`config.mk`:
```
export PLATFORM = sky130hd
export DESIGN_NAME = rm14_encoder
export DESIGN_NICKNAME = d
export VERILOG_FILES = /design/src/rtl/rm14_pkg.sv /design/src/rtl/rm14_msg_fifo.sv /design/src/rtl/rm14_encoder.sv
export SDC_FILE = /design/constraint.sdc
export NUM_CORES = 1
export LEC_CHECK = 0
export CORE_UTILIZATION = 37
export CTS_CLUSTER_DIAMETER = 40
export CTS_CLUSTER_SIZE = 40
export DETAILED_ROUTE_END_ITERATION = 16
export PLACE_DENSITY = 0.61
export SLEW_MARGIN = 10
export SYNTH_ARGS = -nofsm -noshare
export SYNTH_HDL_FRONTEND = slang
export SYNTH_HIERARCHICAL = 1
export SYNTH_SLANG_ARGS = --single-unit
```
`constraint.sdc`:
```
create_clock -name clk -period 4.36 [get_ports clk]
set_input_delay 1.09 -clock clk [delete_from_list [all_inputs] [get_ports clk]]
set_output_delay 1.09 -clock clk [all_outputs]
set_load 0.1 [all_outputs]
```
`src/rtl/rm14_pkg.sv`:
```
// Shared RM(1,4) definitions: widths, systematic encoder and 11-bit parity-check syndrome.
// Encoder and decoder both use these functions.
package rm14_pkg;

    localparam int MSG_W = 5;
    localparam int CW_W  = 16;
    localparam int SYN_W = 11;

    function automatic logic [CW_W-1:0] rm14_encode(input logic [MSG_W-1:0] m);
        logic [CW_W-1:0] c;
        c[4:0] = m;
        c[5]   = m[0] ^ m[1] ^ m[2];
        c[6]   = m[0] ^ m[1] ^ m[3];
        c[7]   = m[0] ^ m[1] ^ m[4];
        c[8]   = m[0] ^ m[2] ^ m[3];
        c[9]   = m[0] ^ m[2] ^ m[4];
        c[10]  = m[0] ^ m[3] ^ m[4];
        c[11]  = m[1] ^ m[2] ^ m[3];
        c[12]  = m[1] ^ m[2] ^ m[4];
        c[13]  = m[1] ^ m[3] ^ m[4];
        c[14]  = m[2] ^ m[3] ^ m[4];
        c[15]  = ^m;
        return c;
    endfunction

    // Each syndrome bit is one parity equation: received parity vs. parity recomputed from cw[4:0].
    function automatic logic [SYN_W-1:0] rm14_syndrome(input logic [CW_W-1:0] c);
        logic [CW_W-1:0] r;
        r = rm14_encode(c[MSG_W-1:0]);
        return c[CW_W-1:MSG_W] ^ r[CW_W-1:MSG_W];
    endfunction

endpackage

```
`src/rtl/rm14_msg_fifo.sv`:
```
// Show-ahead message FIFO, DEPTH entries (power of two); head visible on o_dat with zero latency.
// Pushes are ignored when full, pops are ignored when empty; push and pop may coincide.
module rm14_msg_fifo #(
    parameter int DEPTH = 4,
    parameter int W     = 5
) (
    input  logic         clk,
    input  logic         rst,
    input  logic         i_push,
    input  logic [W-1:0] i_dat,
    input  logic         i_pop,
    output logic [W-1:0] o_dat,
    output logic         o_full,
    output logic         o_empty
);

    localparam int AW = $clog2(DEPTH);
    localparam int CW = $clog2(DEPTH + 1);

    logic [W-1:0]  r_mem [DEPTH];
    logic [AW-1:0] r_wr_ptr;
    logic [AW-1:0] r_rd_ptr;
    logic [CW-1:0] r_count;
    logic          w_push;
    logic          w_pop;

    assign o_full  = (r_count == CW'(DEPTH));
    assign o_empty = (r_count == '0);
    assign w_push  = i_push && !o_full;
    assign w_pop   = i_pop && !o_empty;
    assign o_dat   = r_mem[r_rd_ptr];

    always_ff @(posedge clk) begin
        if (w_push) begin
            r_mem[r_wr_ptr] <= i_dat;
        end
    end

    // Pointers wrap naturally because DEPTH is a power of two.
    always_ff @(posedge clk or posedge rst) begin
        if (rst) begin
            r_wr_ptr <= '0;
            r_rd_ptr <= '0;
            r_count  <= '0;
        end else begin
            if (w_push) r_wr_ptr <= r_wr_ptr + 1'b1;
            if (w_pop)  r_rd_ptr <= r_rd_ptr + 1'b1;
            if (w_push && !w_pop)      r_count <= r_count + 1'b1;
            else if (!w_push && w_pop) r_count <= r_count - 1'b1;
        end
    end

endmodule

```
`src/rtl/rm14_encoder.sv`:
```
// RM(1,4) systematic encoder: 5-bit msg -> 16-bit cw through input FIFO and one output register.
// Latency 1 cycle after acceptance; msg_ready = FIFO not full; cw held stable while !cw_ready.
// Optional single-bit error injector enabled by defining RM14_ERR_INJECT_EN.
module rm14_encoder
    import rm14_pkg::*;
#(
    parameter int DEPTH      = 4,
    parameter int CNT_W      = 16,
    parameter int ERR_PERIOD = 8
) (
    input  logic             clk,
    input  logic             rst,
    input  logic [4:0]       msg,
    input  logic             msg_valid,
    output logic             msg_ready,
    output logic [15:0]      cw,
    output logic             cw_valid,
    input  logic             cw_ready,
    output logic [CNT_W-1:0] cw_count,
    output logic [15:0]      err_mask
);

    if (DEPTH < 2 || (DEPTH & (DEPTH - 1)) != 0 || ERR_PERIOD < 1) begin : g_bad_params
        $error("rm14_encoder: DEPTH must be a power of two >= 2 and ERR_PERIOD >= 1");
    end

    logic [MSG_W-1:0] w_head;
    logic             w_full;
    logic             w_empty;
    logic             w_load;
    logic [CW_W-1:0]  w_mask;
    logic [CW_W-1:0]  r_cw;
    logic             r_cw_valid;
    logic [CNT_W-1:0] r_cw_count;

    assign msg_ready = !w_full;
    assign w_load    = !w_empty && (!r_cw_valid || cw_ready);

    rm14_msg_fifo #(
        .DEPTH (DEPTH),
        .W     (MSG_W)
    ) u_fifo (
        .clk     (clk),
        .rst     (rst),
        .i_push  (msg_valid),
        .i_dat   (msg),
        .i_pop   (w_load),
        .o_dat   (w_head),
        .o_full  (w_full),
        .o_empty (w_empty)
    );

`ifdef RM14_ERR_INJECT_EN
    localparam int PW = (ERR_PERIOD > 1) ? $clog2(ERR_PERIOD) : 1;

    logic [PW-1:0]   r_period;
    logic [3:0]      r_pos;
    logic [CW_W-1:0] r_err_mask;
    logic            w_inject;

    assign w_inject = (r_period == PW'(ERR_PERIOD - 1));
    assign w_mask   = w_inject ? (16'd1 << r_pos) : '0;
    assign err_mask = r_err_mask;

    // Counters advance only on output loads so the pattern follows codewords, not cycles.
    always_ff @(posedge clk or posedge rst) begin
        if (rst) begin
            r_period   <= '0;
            r_pos      <= '0;
            r_err_mask <= '0;
        end else if (w_load) begin
            r_err_mask <= w_mask;
            if (w_inject) begin
                r_period <= '0;
                r_pos    <= r_pos + 1'b1;
            end else begin
                r_period <= r_period + 1'b1;
            end
        end
    end
`else
    assign w_mask   = '0;
    assign err_mask = '0;
`endif

    always_ff @(posedge clk or posedge rst) begin
        if (rst) begin
            r_cw       <= '0;
            r_cw_valid <= 1'b0;
            r_cw_count <= '0;
        end else begin
            if (w_load) begin
                r_cw       <= rm14_encode(w_head) ^ w_mask;
                r_cw_valid <= 1'b1;
            end else if (cw_ready) begin
                r_cw_valid <= 1'b0;
            end
            if (r_cw_valid && cw_ready) begin
                r_cw_count <= r_cw_count + 1'b1;
            end
        end
    end

    assign cw       = r_cw;
    assign cw_valid = r_cw_valid;
    assign cw_count = r_cw_count;

endmodule

```
==> impl_metrics.yaml <==
critical_path:
  rrSetupSlack_ps: 2100
  cp_max_fo: 3
  end_kind: "output port"
  critPathKind: "reg2out"
  crit_required_ps: 3270
  critPathArrivalTime_ps: 2090
  critical_path.cell_chain: "nor3b_4, inv_1, clkdlybuf4s50_1"
  startpoint_type: "flip-flop"
  slowest_delay_ps: 1120
  crit_path_top_delay_cell: "clkdlybuf4s50_1"
sta:
  finalSetupViolCount: 0
  timing.final.crit_period_ps: 3180
  slew_headroom_pct: 33.7
  worst_slack_ps: 1180
  tns_ps: 0
  max_freq_ghz: 0.315
  rsz0062_at_grt: "no"
  hold_violations: 0
  worstMarginPinSlew_ps: 992
  period_share_pct: 72.8
  clock_skew_ps: 3.94
  slew_violations: 0
floorplanning:
  core_area_um2: 7290
  io_pins: 59
  die_h_um: 89.0
  die_area_um2: 7920
  rows: 31
  dieWidth_um: 89.0
  start_util_pct: 38.4
hold_path:
  min_path_type: "reg2reg"
global_routing:
  grt_max_degree: 32
  grt-ovfl-total: 0
  grt_pass1_vias: 1492
  grt_pass1_wl_um: 7140
  track_usage_pct: 12.5
  antenna_found_initial: 0
detailed_routing:
  drt-total-wl_um: 4290
  drc_errors: 0
  vias: 1510
  drt_first_pass_iters: 4
  ant_nets: 0
  wl_per_cell_um: 12.0
  vias_per_cell: 4.23
  drt_iter0_drc: 38
final_layout:
  drive_gt1_share_pct: 15.5
  syn2layout_area_growth_pct: 21.7
  diodes: 0
  final_common_cell: "clkdlybuf4s50_1"
  layout_common_cells: "42 x clkdlybuf4s50_1, 40 x dfrtp_1, 24 x xnor2_1"
  final_nets: 269
clock_tree:
  post_cts_buffers: 0
  clock_sinks: 60
  cts.hold.buffers_added: 0
  cts_tree: "built"
  cts-root-buf: "clkbuf_8"
  ctsResizeCount: 0
  cts_max_path_buffers: 2
  path_clk_slew_ps: 60
  cts_max_level: 3
  clock_latency_ps: 330
  cts_made_buffers: 9
placed_design:
  post-place-ws_ps: 1250
  numPortBuffers: 42
  place_congestion: 0.707
  hpwl_um: 3030
logic_synthesis:
  async_reset_ff_share_pct: 66.7
  netlist.area_leader.share_pct: 35.8
  synth_edf_count: 20
  synth-warning-count: 6
  synth_area_um2: 2800
  synth_area_leader_cell: "dfrtp_1"
  synth_seq_area_share_pct: 57.2
  syn_area_per_cell_um2: 13.5
  synth_area_leaders: "dfrtp_1 36%, edfxtp_1 21%, xnor2_1 7.5%"
  synthCells: 208
  yosys_register_bits: 60
  synth-main-ff-cell: "dfrtp_1"
  synth_cell_type_count: 34
outcome:
  outcome: "finished clean"
flow_run:
  cap_violations: 0
## path summary, 6_finish.rpt
check / endpoint / depth (start not counted) / from
setup / recovery: msg_ready / 3 / u_fifo/r_count[2]
hold / removal: cw_count[15] / 1 / cw_count[15]
setup reg to reg: u_fifo/r_count[2] / 10 / u_fifo/r_count[0]
hold reg to reg: cw_count[15] / 1 / cw_count[15]
max in group asynchronous: cw_count[15] / 3 / rst
min in group asynchronous: cw_count[0] / 2 / rst
## synth_stat cells (4+ instances only)
cell type	instances
inv_1	9
nand3_1	7
ha_1	6
xnor2_1	24
edfxtp_1	20
buf_4	19
nand2_1	15
nor2_1	6
o21ai_1	7
xor2_1	9
mux2_2	7
and2_2	4
dfrtp_1	40
mux4_2	5
## stage by stage
stage / utilization (%) / hold slack, ps / std cells / area (µm²)
after global placement: 44.2 / 463 / 341 / 3220
after detailed placement: 44.2 / 466 / 341 / 3220
after floorplan: - / 464 / 223 / 2860
after CTS: 46.7 / 475 / 357 / 3410
final: 46.7 / 466 / 357 / 3410
after global routing: 46.7 / 482 / 357 / 3410
## layout make-up
cell class	instances	area (µm²)
Tap cell	99	124
Timing Repair Buffer	44	435
Sequential cell	60	1600
Inverter	9	33.8
Clock buffer	9	124
Multi-Input combinational cell	129	1030
Fill cell	684	3890
Clock inverter	7	57.6
## state kept, by name (all words and copies together) (netlist names)
| register | cells |
|---|---|
| cw_count | 16 |
| cw_valid | 1 |
| cw | 16 |
| u_fifo/r_count | 3 |
| u_fifo/r_mem | 20 |
| u_fifo/r_wr_ptr | 2 |
| u_fifo/r_rd_ptr | 2 |
## layer usage
| layer | global-route usage, % | routed length (µm) | vias to the layer above |
|---|---|---|---|
| li1 | - | - | 756 |
| met1 | 16.7 | 2110 | 704 |
| met2 | 18.6 | 1890 | 43 |
| met3 | 2.77 | 186 | 7 |
| met4 | 7.79 | 101 | 0 |
| met5 | 0 | 0 | - |
## worst max-delay path: cells and delay by family, from the launching register on
family | cells | cell delay, ps
buf+inv | 2 | 1180
flops | 1 | 410
simple gates | 1 | 170
## logic make-up after synthesis
logic type | count (synthesis) | share of synthesized area (%)
adder cells (fa/ha/maj) | 7 | 3.40
flip-flops | 60 | 57.2
buffers and inverters | 34 | 8.00
other | 1 | 0.134
AO/OA/AOI/OAI | 10 | 1.92
XOR/XNOR | 36 | 12.5
AND/OR/NAND/NOR | 46 | 9.07
multiplexers | 14 | 7.78
Power is left out: the tool's default activity adds up to more than one toggle a clock period on the data nets, which glitch-free logic cannot reach.
